File: config.mk
export PLATFORM = sky130hd
export DESIGN_NAME = gpio_irq
export DESIGN_NICKNAME = d
export VERILOG_FILES = /design/src/rtl/gpio_pkg.sv /design/src/rtl/gpio_sync.sv /design/src/rtl/gpio_irq.sv
export SDC_FILE = /design/constraint.sdc
export NUM_CORES = 1
export LEC_CHECK = 0
export BUFFER_PORTS_ARGS = -buffer_cell sky130_fd_sc_hd__buf_4
export CAP_MARGIN = 25
export CELL_PAD_IN_SITES_DETAIL_PLACEMENT = 1
export CELL_PAD_IN_SITES_GLOBAL_PLACEMENT = 2
export CORE_ASPECT_RATIO = 1.25
export CORE_UTILIZATION = 38
export CTS_BUF_LIST = sky130_fd_sc_hd__clkbuf_2
export DETAILED_ROUTE_END_ITERATION = 12
export HOLD_SLACK_MARGIN = 0.03
export PLACE_DENSITY = 0.9
export SYNTH_ARGS = -nofsm -noshare
export SYNTH_HDL_FRONTEND = slang
export SYNTH_SLANG_ARGS = --single-unit
File: constraint.sdc
create_clock -name clk -period 3.4 [get_ports clk]
set_clock_uncertainty 0.2 [all_clocks]
set_input_delay 0.17 -clock clk [delete_from_list [all_inputs] [get_ports clk]]
set_output_delay 0.17 -clock clk [all_outputs]
set_load 0.1 [all_outputs]
File: src/rtl/gpio_pkg.sv
// gpio_pkg: register map and bus constants shared by the GPIO port and
// any peripheral that reuses its input synchroniser.
package gpio_pkg;

  // Peripheral bus data width in bits.
  localparam int BUS_W = 16;

  // Largest pin count that fits a single bus word.
  localparam int MAX_PINS = BUS_W;

  // Synchroniser depth limits. Two flops is the practical minimum for
  // metastability settling; beyond four only adds latency.
  localparam int MIN_SYNC = 2;
  localparam int MAX_SYNC = 4;

  // Register offsets, decoded from addr[3:0].
  localparam logic [3:0] GPIO_OUT     = 4'h0;
  localparam logic [3:0] GPIO_DIR     = 4'h2;
  localparam logic [3:0] GPIO_IN      = 4'h4;
  localparam logic [3:0] GPIO_SET     = 4'h6;
  localparam logic [3:0] GPIO_CLR     = 4'h8;
  localparam logic [3:0] GPIO_RISE_EN = 4'hA;
  localparam logic [3:0] GPIO_FALL_EN = 4'hC;
  localparam logic [3:0] GPIO_STATUS  = 4'hE;

  typedef logic [BUS_W-1:0] bus_t;

  // True for offsets that actually hold a register; anything else reads 0
  // and ignores writes.
  function automatic logic is_mapped(input logic [3:0] offs);
    return (offs == GPIO_OUT)     || (offs == GPIO_DIR)     ||
           (offs == GPIO_IN)      || (offs == GPIO_SET)     ||
           (offs == GPIO_CLR)     || (offs == GPIO_RISE_EN) ||
           (offs == GPIO_FALL_EN) || (offs == GPIO_STATUS);
  endfunction

endpackage

File: src/rtl/gpio_sync.sv
// gpio_sync: multi-flop synchroniser for asynchronous inputs. Every stage
// resets to 0, so downstream edge logic sees a known level after reset.
module gpio_sync
  import gpio_pkg::*;
#(
  parameter int WIDTH  = 8,
  parameter int STAGES = 2
) (
  input  logic             clk,
  input  logic             rst_n,
  input  logic [WIDTH-1:0] d,
  output logic [WIDTH-1:0] q
);

  if (STAGES < MIN_SYNC || STAGES > MAX_SYNC) begin : g_bad_stages
    $error("gpio_sync: STAGES must be in 2..4");
  end

  if (WIDTH < 1) begin : g_bad_width
    $error("gpio_sync: WIDTH must be at least 1");
  end

  // Stage 0 samples the raw pins; the last stage is the clean output.
  logic [STAGES-1:0][WIDTH-1:0] chain;

  // Shift the chain by one stage per clock.
  always_ff @(posedge clk or negedge rst_n) begin
    if (!rst_n) begin
      chain <= '0;
    end else begin
      chain <= {chain[STAGES-2:0], d};
    end
  end

  assign q = chain[STAGES-1];

endmodule

File: src/rtl/gpio_irq.sv
// gpio_irq: parametrised GPIO port on the 16-bit peripheral bus.
// Holds the register file, edge detection, W1C interrupt status and the
// combinational read mux; input synchronisation lives in gpio_sync.
module gpio_irq
  import gpio_pkg::*;
#(
  parameter int WIDTH       = 8,
  parameter int SYNC_STAGES = 2
) (
  input  logic             clk,
  input  logic             rst_n,
  input  logic [15:0]      addr,
  input  logic [15:0]      wdata,
  input  logic             we,
  output logic [15:0]      rdata,
  input  logic [WIDTH-1:0] gpio_in,
  output logic [WIDTH-1:0] gpio_out,
  output logic [WIDTH-1:0] gpio_dir,
  output logic             irq
);

  if (WIDTH < 1 || WIDTH > MAX_PINS) begin : g_bad_width
    $error("gpio_irq: WIDTH must be in 1..16");
  end

  // ---------------------------------------------------------------------
  // Bus decode
  // ---------------------------------------------------------------------
  logic [3:0]       offs;
  logic [WIDTH-1:0] wd;

  assign offs = addr[3:0];
  assign wd   = wdata[WIDTH-1:0];

  // Only addr[3:0] and the low WIDTH bits of wdata carry meaning.
  logic unused_bus_bits;
  assign unused_bus_bits = ^{addr[15:4], wdata};

  logic wr_out;
  logic wr_dir;
  logic wr_set;
  logic wr_clr;
  logic wr_rise;
  logic wr_fall;
  logic wr_stat;

  assign wr_out  = we && (offs == GPIO_OUT);
  assign wr_dir  = we && (offs == GPIO_DIR);
  assign wr_set  = we && (offs == GPIO_SET);
  assign wr_clr  = we && (offs == GPIO_CLR);
  assign wr_rise = we && (offs == GPIO_RISE_EN);
  assign wr_fall = we && (offs == GPIO_FALL_EN);
  assign wr_stat = we && (offs == GPIO_STATUS);

  // ---------------------------------------------------------------------
  // Registers
  // ---------------------------------------------------------------------
  logic [WIDTH-1:0] out_q;
  logic [WIDTH-1:0] dir_q;
  logic [WIDTH-1:0] rise_en_q;
  logic [WIDTH-1:0] fall_en_q;
  logic [WIDTH-1:0] status_q;

  // Output data: plain write, or atomic OR / AND-NOT so software never
  // needs a read-modify-write that could race another context.
  always_ff @(posedge clk or negedge rst_n) begin
    if (!rst_n) begin
      out_q <= '0;
    end else if (wr_out) begin
      out_q <= wd;
    end else if (wr_set) begin
      out_q <= out_q | wd;
    end else if (wr_clr) begin
      out_q <= out_q & ~wd;
    end
  end

  // Pin direction, 1 = drive.
  always_ff @(posedge clk or negedge rst_n) begin
    if (!rst_n) begin
      dir_q <= '0;
    end else if (wr_dir) begin
      dir_q <= wd;
    end
  end

  // Per-pin edge enables.
  always_ff @(posedge clk or negedge rst_n) begin
    if (!rst_n) begin
      rise_en_q <= '0;
      fall_en_q <= '0;
    end else begin
      if (wr_rise) begin
        rise_en_q <= wd;
      end
      if (wr_fall) begin
        fall_en_q <= wd;
      end
    end
  end

  // ---------------------------------------------------------------------
  // Input path and edge detection
  // ---------------------------------------------------------------------
  logic [WIDTH-1:0] in_s;
  logic [WIDTH-1:0] in_prev;

  gpio_sync #(
    .WIDTH  (WIDTH),
    .STAGES (SYNC_STAGES)
  ) u_sync (
    .clk   (clk),
    .rst_n (rst_n),
    .d     (gpio_in),
    .q     (in_s)
  );

  // One extra flop behind the synchroniser gives the previous level for
  // edge comparison.
  always_ff @(posedge clk or negedge rst_n) begin
    if (!rst_n) begin
      in_prev <= '0;
    end else begin
      in_prev <= in_s;
    end
  end

  logic [WIDTH-1:0] rise;
  logic [WIDTH-1:0] fall;
  logic [WIDTH-1:0] set_vec;
  logic [WIDTH-1:0] w1c_vec;

  // Edges are seen regardless of direction, so looped-back outputs also
  // raise events.
  assign rise    = in_s & ~in_prev;
  assign fall    = ~in_s & in_prev;
  assign set_vec = (rise & rise_en_q) | (fall & fall_en_q);
  assign w1c_vec = wr_stat ? wd : '0;

  // Sticky status: a fresh edge wins over a W1C on the same clock so an
  // event arriving during the acknowledge is never lost. Clearing an
  // enable leaves already-pending bits alone.
  always_ff @(posedge clk or negedge rst_n) begin
    if (!rst_n) begin
      status_q <= '0;
    end else begin
      status_q <= (status_q & ~w1c_vec) | set_vec;
    end
  end

  // ---------------------------------------------------------------------
  // Outputs and read mux
  // ---------------------------------------------------------------------
  assign gpio_out = out_q;
  assign gpio_dir = dir_q;
  assign irq      = |status_q;

  // Zero-latency read; SET/CLR and unmapped offsets return 0.
  always_comb begin
    rdata = '0;
    case (offs)
      GPIO_OUT:     rdata[WIDTH-1:0] = out_q;
      GPIO_DIR:     rdata[WIDTH-1:0] = dir_q;
      GPIO_IN:      rdata[WIDTH-1:0] = in_s;
      GPIO_RISE_EN: rdata[WIDTH-1:0] = rise_en_q;
      GPIO_FALL_EN: rdata[WIDTH-1:0] = fall_en_q;
      GPIO_STATUS:  rdata[WIDTH-1:0] = status_q;
      default:      rdata = '0;
    endcase
  end

endmodule

### Word-level counts from Yosys, hierarchy flattened

Cells that the tools add are included.

| cells by class | value |
|---|---|
| reduce and logical (&&, ||, !) cells | 10 |
| equality and inequality tests | 7 |
| multiplexer cells | 5 |
| bitwise operators | 13 |

Operators with widths:

| operator | number |
|---|---|
| 8-bit bitwise AND | 6 |
| 8-bit one-hot mux with 6 select lines | 1 |
| 8-bit two-way mux | 4 |
| 8-bit inverter | 4 |
| 8-bit OR | 3 |
| 4-bit == test (second input constant) | 4 |
| 4-bit by 3-bit == test with 1-bit output (second input constant) | 2 |
| 8-bit OR reduction | 1 |
| 1-bit logical AND | 7 |
| 4-bit by 2-bit == test with 1-bit output (second input constant) | 1 |
| 4-bit logical NOT | 1 |
| 3-bit nonzero test | 1 |

| storage, ports and cells | value |
|---|---|
| output and inout port bits | 33 |
| logic and storage cells | 43 |
| bits in registers | 64 |

### Depth between registers and ports, before layout

Gate-level depths: netlist of the first run.

| depth | value |
|---|---|
| depth in word-level cells | 6 |
| depth in mapped cells | 5 |
| depth with buffers taken out | 3 |

### Hierarchy

A second synthesis of the first run with hierarchy kept.

| second synthesis, totals | value |
|---|---|
| cell total of the unflattened synthesis | 252 |
| area total of the unflattened synthesis | 2965.3 um2 |

Modules (own cells, without submodules):

| module | cells an instance | instances | area each (um2) | seq. area each (um2) |
|---|---|---|---|---|
| gpio_irq | 228 | 1 | 2504.9 | 1201.2 |
| gpio_sync | 24 | 1 | 460.4 | 400.4 |

### Least setup slack after synthesis of the first run

OpenSTA, ideal clock, no wires.

| path | value |
|---|---|
| kind | input to output |
| start point | in addr[1] |
| end point | out rdata[2] |
| data arrival time | 4078 ps |
| setup slack | -1048 ps |
| stages on the path | 4 |
| path buffers | 2 |
| required time | 3030 ps |
| cell sequence | buf_4 -> buf_2 -> mux2i_1 -> o311ai_0 |

| on the way | value |
|---|---|
| longest elaborated chain between the ends | 2 |

RTL lines:

| element | line | RTL |
|---|---|---|
| start: declaration | gpio_irq.sv:12 | `input logic [15:0] addr,` |
| 4-bit == test, or another cell as far along | gpio_irq.sv:161 | `case (offs)` |
| 8-bit one-hot mux with 6 select lines (*) | gpio_irq.sv:161 |  |
| end: declaration | gpio_irq.sv:15 | `output logic [15:0] rdata,` |

Every way passes the cells marked *; elsewhere a longest branch is shown, timed or not.

==> results of run 1 <==
[per-layer routing]
metal	wire length [um]	share of wire	track usage	up-vias
li1	-	-	-	1032
met1	3550	0.45	0.301	1163
met2	3910	0.50	0.327	59
met3	277	0.035	0.0440	9
met4	110	0.014	0.0810	0
met5	0	0	0	-
[report_power, final]
group          switching, mW  internal [mW]
combinational          0.457          0.182
clock                  0.284          0.162
sequential            0.0887          0.861
[cells in the mapped netlist, types with 6 or more instances]
library cell   n  share of area
a22oi_1        6          0.016
a32oi_1        6          0.018
buf_4         10          0.026
dfrtp_1       64           0.55
inv_1         17          0.022
mux2_2        28           0.11
nand2_1       20          0.026
nand3_1       12          0.021
nand3b_1       9          0.023
o211ai_1      10          0.026
o221ai_1      10          0.030
o31ai_1        8          0.021
[per-stage QoR]
stage	hold slack [ps]	total power [mW]	cell area, um^2	std cells
2_1_floorplan	-326	1.43	2930	251
3_5_place_dp	80.9	1.59	3310	376
5_1_grt	41.1	2.13	3600	410
3_3_place_gp	78.9	1.57	3310	376
6_report	53.0	2.04	3600	410
4_1_cts	43.8	2.05	3590	409
[what timing repair did]
item	in CTS	in global routing
hold buffers	17	1
gates resized for setup	0	0
endpoints found under the hold margin	112	2
[logic make-up after synthesis]
group | synth area share
flip-flops | 0.551
AND/OR/NAND/NOR | 0.130
XOR/XNOR | 0.00302
AO/OA/AOI/OAI | 0.127
buffers and inverters | 0.0573
other | 0.00129
multiplexers | 0.130
[final cells by class]
class,count,area (um^2)
fill,838,3800
sequential,64,1600
multi-input combinational,154,1160
timing repair buffer,67,548
tap,92,115
inverter,17,63.8
clock inverter,7,62.6
clock buffer,9,45.0
[worst min-delay path by stage]
stage                          start                        end  slack [ps]  cells past startpoint
after floorplan                rst_n                  async pin        -330                      0
after global placement    gpio_in[0]  u_sync.chain[0]$_DFF_PN0_          80                      1
after detailed placement  gpio_in[6]  u_sync.chain[6]$_DFF_PN0_          80                      1
after CTS                         we   fall_en_q[0]$_DFFE_PN0P_          40                      3
after global routing      gpio_in[4]  u_sync.chain[4]$_DFF_PN0_          40                      2
final                          rst_n      status_q[1]$_DFF_PN0_          50                      2
==> reports/qor.csv, run 1 <==
stage,metric,value,unit
cells_and_area,share of cells above drive strength 1,0.302,
sta,RSZ-0062 raised after global routing,false,
global_route,largest net degree at the start of global routing,65,
pwr,peak supply drop,317,uV
cts,Clock Path Buffers,2,
worst_setup_path,worst-path cell with the longest stage delay,dfrtp_1,
worst_setup_path,worst reg-to-reg setup slack,2380,ps
place,Placer Congestion,0.813,
worst_setup_path,R2R Path End,status_q[2]$_DFF_PN0_,
worst_setup_path,WS Path Type,reg2out,
worst_setup_path,"slowest stage delay, CP",460,ps
run_status,status,finished clean,
worst_setup_path,Worst R2R Path Depth,2,
sta,Max Fclk,0.432,GHz
floorplanning,Starting Density,0.393,
routing,final WL,7.84,mm
synth,Syn Area/Cell,11.9,um^2
worst_setup_path,Critical Path AT,1940,ps
synth,Post-synth EDFFs,0,
sta,Final Max Tran Viols,0,
synth,ys async rst share,1.00,
floorplanning,FP Rows,35,
synth,"Seq/Total Area, Yosys",0.551,
global_route,GR Overflow Total,0,
cells_and_area,nets,356,
worst_setup_path,CP Buf/Inv Count,1,
cts,CTS tree,yes,
worst_setup_path,"critical path fanouts, max",4,
cells_and_area,most frequent cells in the layout,"64 x dfrtp_1, 49 x buf_4, 28 x mux2_2",
hold_path,HP Class,in2async,
sta,fin worst setup slack,1090,ps
sta,Rel. slew slack,0.375,
synth,Most used DFF post-synth,dfrtp_1,
cells_and_area,# diodes,0,
worst_setup_path,Worst path depth,4,
routing,DRC,0,
sta,"Setup violations, final",0,
synth,#FFs+latches synth,64,
routing,wire length per cell,19.1,um
floorplanning,Die ar.,0.00800,mm^2
cts,"CTS clk-pin slew, worst paths",190,ps
run,max_cap viols,0,
routing,Vias per Instance,5.52,
place,# port buffers,47,
pwr,P_leak,1.60,nW
synth,Gate Count Post-Synth,244,
synth,"Cell Area, Synth",0.00291,mm^2
sta,min Tclk post-route,2310,ps
cts,clk_lat worst skew,500,ps
worst_setup_path,critical path endpoint category,output pin,
place,Post-DP HPWL,5.22,mm
worst_setup_path,worst path required time,3030,ps
cts,CTS buffer count,9,
cells_and_area,post-synthesis to final-layout area growth,23.9,%
routing,vias,2263,
cells_and_area,"most common cell after layout, fill and taps aside",dfrtp_1,
routing,First-pass DRT Iterations,4,
cts,Post-CTS Setup Bufs,0,
place,dpl ws,1150,ps
routing,antenna-violating nets left,0,
worst_setup_path,startpoint types,flop,
sta,Worst-Margin Slew,930,ps
worst_setup_path,"Critical Path, Cell by Cell",mux2_2 -> a32o_1 -> a221o_1 -> buf_4,
global_route,vias in the first global route,2272,
sta,fin crit share,0.680,
floorplanning,Die H,99.8,um
global_route,first-pass GRT wire length,12.5,mm
worst_setup_path,reg2reg start,status_q[2]$_DFF_PN0_,
global_route,initial antenna violation count,0,
pwr,Pwr Density,565,mW/mm^2
cts,CTS Sinks,64,
floorplanning,die width,80.2,um
cts,clock root buffer,clkbuf_2,
worst_setup_path,family with the most delay on the worst path,compound AO/OA/AOI/OAI gates,
synth,"Distinct cells, synth",40,
floorplanning,I/O pin count,76,
worst_setup_path,worst setup path endpoint,rdata[3],
routing,DRT iter0 DRCs,134,
sta,final setup TNS,0,ps
cts,H-Tree Depth,3,
global_route,gr usage total,0.215,
floorplanning,core region area,0.00740,mm^2
cells_and_area,final core occ,0.486,
sta,Fin. Hold Viols,0,
synth,Yosys warning count,0,
No activity file was read; power rests on OpenSTA's default activity.
==> run 2: changes to the inputs <==
ABC_AREA = 1   (was unset)
CORE_UTILIZATION = 28   (was 38)
PLACE_DENSITY = 0.79   (was 0.9)
clock period = 2.08 ns   (was 3.4 ns; I/O delays follow)
==> run 2 against run 1 <==
Net effect: count of clock-buffer cells in the layout increased by 2; register-to-register slack got worse by 1700 ps; critical path depth increased by 5; sequential share of layout area decreased by 4.9 points.
==> reports/qor.csv, run 2 <==
stage,metric,value,unit,change
run_status,status,finished clean,,
worst_setup_path,Worst R2R Path Depth,3,,+1
synth,#FFs+latches synth,64,,unchanged
synth,"Seq/Total Area, Yosys",0.540,,-0.0109
floorplanning,FP Rows,41,,+17%
sta,Max Fclk,0.500,GHz,
sta,RSZ-0062 raised after global routing,false,,
synth,Yosys warning count,0,,unchanged
worst_setup_path,worst reg-to-reg setup slack,650,ps,-1730 ps
global_route,largest net degree at the start of global routing,31,,-52%
floorplanning,I/O pin count,76,,unchanged
sta,hold_ws,96.3,ps,+43.2 ps
routing,DRT iter0 DRCs,123,,-8.2%
routing,DRC,0,,unchanged
global_route,gr usage total,0.178,,-0.0373
cts,H-Tree Depth,3,,unchanged
sta,fin worst setup slack,81.5,ps,-1010 ps
pwr,Pwr Density,857,mW/mm^2,+52%
cts,clk_lat worst skew,520,ps,+20 ps
global_route,initial antenna violation count,0,,unchanged
cells_and_area,most frequent cells in the layout,"123 x nand2_1, 51 x buf_4, 48 x dfrtp_1",,
cells_and_area,post-synthesis to final-layout area growth,38.0,%,
routing,vias,2676,,+18%
routing,final WL,8.77,mm,+12%
place,Post-DP HPWL,5.91,mm,+13%
synth,ys async rst share,1.00,,unchanged
floorplanning,core region area,0.0102,mm^2,+38%
run,max_cap viols,0,,unchanged
routing,wire length per cell,14.6,um,-23%
synth,Gate Count Post-Synth,355,,+45%
worst_setup_path,WS Path Type,in2out,,
synth,cell taking the most area after synthesis,dfrtp_1,,
sta,Final Max Tran Viols,0,,unchanged
floorplanning,Die H,117,um,+17%
cts,CTS tree,yes,,
synth,Most used DFF post-synth,dfrtp_1,,
routing,First-pass DRT Iterations,4,,unchanged
floorplanning,Starting Density,0.290,,-0.102
sta,"Setup violations, final",0,,unchanged
sta,min Tclk post-route,2000,ps,
cts,CTS buffer count,9,,unchanged
cells_and_area,nets,508,,+43%
pwr,P_leak,1.99,nW,+25%
synth,top cell types by occurrence after synthesis,"123 x nand2_1, 64 x dfrtp_1, 43 x inv_1",,
worst_setup_path,critical path endpoint category,output pin,,
synth,most frequent cell after synthesis,nand2_1,,
worst_setup_path,Critical Path AT,1690,ps,-250 ps
hold_path,HP Class,in2reg,,
synth,Post-synth EDFFs,0,,unchanged
sta,fin crit share,0.961,,
routing,antenna-violating nets left,0,,unchanged
place,Placer Congestion,0.773,,-5.0%
global_route,GR Overflow Total,0,,unchanged
worst_setup_path,startpoint types,input port,,
place,# port buffers,47,,unchanged
worst_setup_path,"critical path fanouts, max",8,,+4
synth,Synth area leaders,"dfrtp_1 54%, nand2_1 16%, inv_1 5.4%, nor2_1 4.2%, o21ai_0 3.7%",,
routing,Vias per Instance,4.47,,-19%
global_route,vias in the first global route,2750,,+21%
worst_setup_path,worst path required time,1780,ps,-1250 ps
cts,clock root buffer,clkbuf_2,,
global_route,first-pass GRT wire length,14.2,mm,+14%
synth,share of the synthesized area in the top cell type,0.540,,-0.0109
hold_path,hold path startpoint,addr[1],,
place,dpl ws,367,ps,-781 ps
sta,Fin. Hold Viols,0,,unchanged
cells_and_area,share of cells above drive strength 1,0.240,,-0.0615
floorplanning,die width,94.0,um,+17%
hold_path,Hold Path Cell Cnt,7,,
pwr,peak supply drop,402,uV,+27%
cts,"CTS clk-pin slew, worst paths",160,ps,-30 ps
sta,final setup TNS,0,ps,unchanged
synth,"Distinct cells, synth",22,,-45%
synth,"Cell Area, Synth",0.00296,mm^2,+2.0%
cts,CTS Sinks,64,,unchanged
cells_and_area,"most common cell after layout, fill and taps aside",nand2_1,,
synth,Syn Area/Cell,8.35,um^2,-30%
cells_and_area,# diodes,0,,unchanged
floorplanning,Die ar.,0.0110,mm^2,+38%
cts,Clock Path Buffers,2,,unchanged
run 2: cell types whose count changed in the layout (fill, tap and decap cells not counted), sizes merged, moves of 6 or more:
cell and delta:
a22oi -6, a32oi -6, buf +9, dlygate4sd3 +27
inv +27, mux2 -28, nand2 +109, nand3b -10
nor2 +34, o211ai -10, o21ai +39, o221ai -10
run 2: cell families after synthesis:
group	Yosys count	synth area share
compound gates	48	0.101
buf+inv	56	0.0891
flops	64	0.540
other cells	1	0.00127
simple gates	186	0.268
run 2: stage by stage:
stage / cell area [um^2] / utilization / cells / total power [mW]
after CTS: 4040 / 0.396 / 596 / 3.54
after global placement: 3480 / 0.341 / 533 / 2.80
final: 4090 / 0.401 / 599 / 3.51
after global routing: 4090 / 0.401 / 599 / 3.69
after floorplan: 3010 / - / 362 / 2.52
after detailed placement: 3480 / 0.341 / 533 / 2.83
run 2: what timing repair did:
| action | in CTS | in global routing |
|---|---|---|
| setup buffers | 0 | 3 |
| gates resized for setup | 1 | 8 |
| pin swaps | 0 | 3 |
| setup endpoints to repair | 1 | 11 |
| hold buffers | 47 | 0 |
| endpoints found under the hold margin | 112 | 0 |
run 2: how the worst max path moves through the flow:
stage	from	end	cells past startpoint
final	addr[3]	rdata[6]	9
after global routing	addr[3]	rdata[6]	9
after CTS	addr[3]	rdata[5]	9
after detailed placement	addr[0]	rdata[6]	9
after global placement	addr[0]	rdata[5]	9
after floorplan	flop	rdata[3]	4
run 2: cell type report:
cell class	instances	area (um^2)
flip-flops and latches	64	1620
repair buffers	104	933
clock inverters	5	23.8
multi-input cells	242	1130
clock buffers	11	55.1
well taps	129	161
fillers	1241	6120
inverters	44	165
run 2: critical path, cell delays in order:
cell and delay [ps]:
buf_4 100, dlygate4sd3_1 600, nand2_4 90, nor2_4 230, nand2_1 80, nand2_1 80
nor2_1 40, nand2_1 70, buf_4 290
run 2: where the power goes:
group          internal [mW]  total [mW]  switching [mW]
Combinational          0.341        1.34           0.997
Sequential              1.43        1.56           0.126
Clock                  0.156       0.612           0.456
run 2: metal layers:
metal  track usage  wire length (um)  vias to the layer above
met5             0                 0                        -
met3        0.0459               486                       15
met1         0.225              3890                     1287
met4        0.0728               221                        0
li1              -                 -                     1317
met2         0.290              4170                       57
==> run 3: changes to the inputs <==
CORE_UTILIZATION = 29   (was 28)
PLACE_DENSITY = 0.8   (was 0.79)
SYNTH_HIERARCHICAL = 1   (was unset)
==> run 3 against run 2 <==
Net effect: count of clock-buffer cells in the layout shrank 1; flip-flop and latch count stayed put; setup slack better by 27 ps; utilization is 1.7 points higher; power up 3.1%.
==> reports/qor.csv, run 3 <==
stage,metric,value,unit,change
run_status,status,finished clean,,
worst_setup_path,Critical Path AT,2250,ps,+560 ps
cts,H-Tree Depth,3,,unchanged
cells_and_area,area of the multi-input gates,0.00118,mm^2,+4.3%
routing,vias,2606,,-2.6%
cells_and_area,final core occ,0.418,,+0.0168
worst_setup_path,worst-path cell with the longest stage delay,dlygate4sd3_1,,
pwr,total power,3.62,mW,+3.1%
cts,CTS tree,yes,,
worst_setup_path,"Critical Path, Cell by Cell",buf_4 -> inv_2 -> nor2_4 -> buf_4 -> nand3_1 -> nand2_1 -> buf_4 -> nand2_1 -> dlygate4sd3_1 -> nand2_1 -> dlygate4sd3_1,,
routing,wire length per cell,15.7,um,+7.5%
routing,final WL,9.00,mm,+2.6%
floorplanning,Die ar.,0.0106,mm^2,-3.8%
synth,"Cell Area, Synth",0.00295,mm^2,-0.42%
cells_and_area,post-synthesis to final-layout area growth,38.1,%,about the same
synth,Yosys warning count,6,,+6
synth,cell taking the most area after synthesis,dfrtp_1,,
cells_and_area,"most common cell after layout, fill and taps aside",nand2_1,,
cells_and_area,# diodes,0,,unchanged
global_route,GR Overflow Total,0,,unchanged
pwr,Pwr Density,888,mW/mm^2,+3.5%
global_route,first-pass GRT wire length,14.7,mm,+3.2%
sta,min Tclk post-route,1970,ps,-27.1 ps
sta,fin crit share,0.948,,-0.0130
cells_and_area,most frequent cells in the layout,"120 x nand2_1, 58 x dfrtp_1, 52 x buf_4",,
sta,Final Max Tran Viols,0,,unchanged
sta,RSZ-0062 raised after global routing,false,,
worst_setup_path,critical path endpoint category,flop,,
worst_setup_path,CP Buf/Inv Count,6,,+3
synth,ys async rst share,1.00,,unchanged
floorplanning,Starting Density,0.302,,+0.0121
worst_setup_path,"critical path fanouts, max",5,,-3
routing,Vias per Instance,4.56,,+2.0%
synth,Post-synth EDFFs,0,,unchanged
worst_setup_path,startpoint types,input port,,
cts,Clock Path Buffers,2,,unchanged
worst_setup_path,family with the most delay on the worst path,buffers and inverters,,
cells_and_area,share of cells above drive strength 1,0.262,,+0.0219
synth,share of the synthesized area in the top cell type,0.543,,+0.00229
worst_setup_path,Worst path depth,11,,+2
sta,Rel. slew slack,0.590,,
sta,final setup TNS,0,ps,unchanged
routing,First-pass DRT Iterations,4,,unchanged
cts,clock root buffer,clkbuf_2,,
floorplanning,Die H,115,um,-1.9%
synth,Syn Area/Cell,8.76,um^2,+4.9%
sta,"Setup violations, final",0,,unchanged
cts,"CTS clk-pin slew, worst paths",200,ps,+40 ps
hold_path,HP Class,in2reg,,
routing,Met1 Routed Length,3.97,mm,+2.0%
hold_path,hold path startpoint,wdata[5],,
cts,clk_lat worst skew,530,ps,about the same
synth,top cell types by occurrence after synthesis,"121 x nand2_1, 64 x dfrtp_1, 23 x nor2_1",,
synth,"Distinct cells, synth",22,,unchanged
run,max_cap viols,0,,unchanged
routing,top sig layer,met4,,
worst_setup_path,Crit. Startpoint,addr[2],,
floorplanning,FP Rows,40,,-2.4%
synth,"Seq/Total Area, Yosys",0.543,,+0.00229
sta,Fin. Hold Viols,0,,unchanged
global_route,gr usage total,0.189,,+0.0109
place,# port buffers,47,,unchanged
worst_setup_path,"slowest stage delay, CP",570,ps,-30 ps
hold_path,Hold Path Cell Cnt,4,,-3
routing,routed wl met3,307,um,-37%
routing,DRT iter0 DRCs,79,,-36%
cells_and_area,# fillers,1201,,-3.2%
worst_setup_path,worst path required time,2360,ps,+580 ps
pwr,peak supply drop,393,uV,-2.3%
cells_and_area,nets,484,,-4.7%
synth,most frequent cell after synthesis,nand2_1,,
place,Post-DP HPWL,5.67,mm,-4.1%
synth,Synth area leaders,"dfrtp_1 54%, nand2_1 15%, o21ai_2 4.7%, buf_4 4.3%, nor2_1 2.9%",,
sta,Worst-Margin Slew,613,ps,
global_route,largest net degree at the start of global routing,35,,+13%
worst_setup_path,WS Path Type,in2reg,,
synth,#FFs+latches synth,64,,unchanged
worst_setup_path,Worst R2R Path Depth,3,,unchanged
pwr,P_leak,1.92,nW,-3.5%
global_route,vias in the first global route,2799,,+1.8%
floorplanning,I/O pin count,76,,unchanged
routing,DRC,0,,unchanged
routing,met2 WL,4.48,mm,+7.5%
routing,antenna-violating nets left,0,,unchanged
sta,Max Fclk,0.507,GHz,+1.4%
synth,Most used DFF post-synth,dfrtp_1,,
synth,Gate Count Post-Synth,337,,-5.1%
cts,CTS Sinks,64,,unchanged
place,Placer Congestion,0.789,,+2.1%
floorplanning,die width,92.2,um,-1.9%
cts,CTS buffer count,9,,unchanged
cells_and_area,storage element area,0.00161,mm^2,-0.77%
global_route,initial antenna violation count,0,,unchanged
floorplanning,core region area,0.00976,mm^2,-4.4%
==> run 3: worst min-delay path, cell delays in order <==
cell,delay [ps]
dlygate4sd3_1,530
buf_4,120
nand2_1,50
o21ai_1,60
==> run 3: through the flow <==
stage / cell area, um^2 / cells / worst slack, ps / hold WS (ps)
3_3_place_gp: 3420 / 504 / 374 / -107
3_5_place_dp: 3420 / 504 / 399 / -95.8
6_report: 4080 / 572 / 109 / 139
5_1_grt: 4080 / 572 / 10.3 / 109
4_1_cts: 4050 / 571 / 8.31 / 72.6
2_1_floorplan: 3000 / 344 / 41.5 / -392
==> run 3: path summary, 6_finish.rpt <==
kind | end | slack [ps]
min | rise_en_q[5]$_DFFE_PN0P_ | 140
min in group asynchronous | status_q[0]$_DFF_PN0_ | 380
max reg2reg | flop | 610
max in group asynchronous | gpio_dir[3]$_DFFE_PN0P_ | 1060
max | flop | 110
min reg2reg | u_sync/q[7]$_DFF_PN0_ | 170
==> run 3: per-layer routing <==
layer	global-route usage	up-vias
met4	0.0833	0
met2	0.312	47
met1	0.234	1280
li1	-	1260
met5	0	-
met3	0.0456	19
==> run 3: what timing repair did <==
item / in CTS / in global routing
endpoints found under the setup margin: 1 / 4
gates resized for setup: 2 / 4
setup buffers: 0 / 1
hold buffers: 51 / 0
pin swaps: 0 / 0
hold endpoints to repair: 112 / 0
==> run 3: cells by family (layout without fill, tap and decap cells) <==
family | after synthesis | after routing | synth area share
other | 1 | 8 | 0.00127
and+or+nand+nor | 182 | 182 | 0.273
buffers and inverters | 41 | 143 | 0.0793
AOI/OAI and AO/OA | 49 | 49 | 0.103
DFF | 64 | 64 | 0.543
==> run 3: area by class of cell <==
cell class | instances | share of cell area
Tap cell | 126 | 0.0387
Multi-Input combinational cell | 239 | 0.290
Sequential cell | 64 | 0.395
Clock inverter | 6 | 0.0114
Inverter | 21 | 0.0193
Clock buffer | 10 | 0.0123
Timing Repair Buffer | 106 | 0.234
==> run 3: power by group <==
group	switching (mW)	internal, mW
sequential	0.133	1.43
combinational	1.03	0.367
clock	0.500	0.165
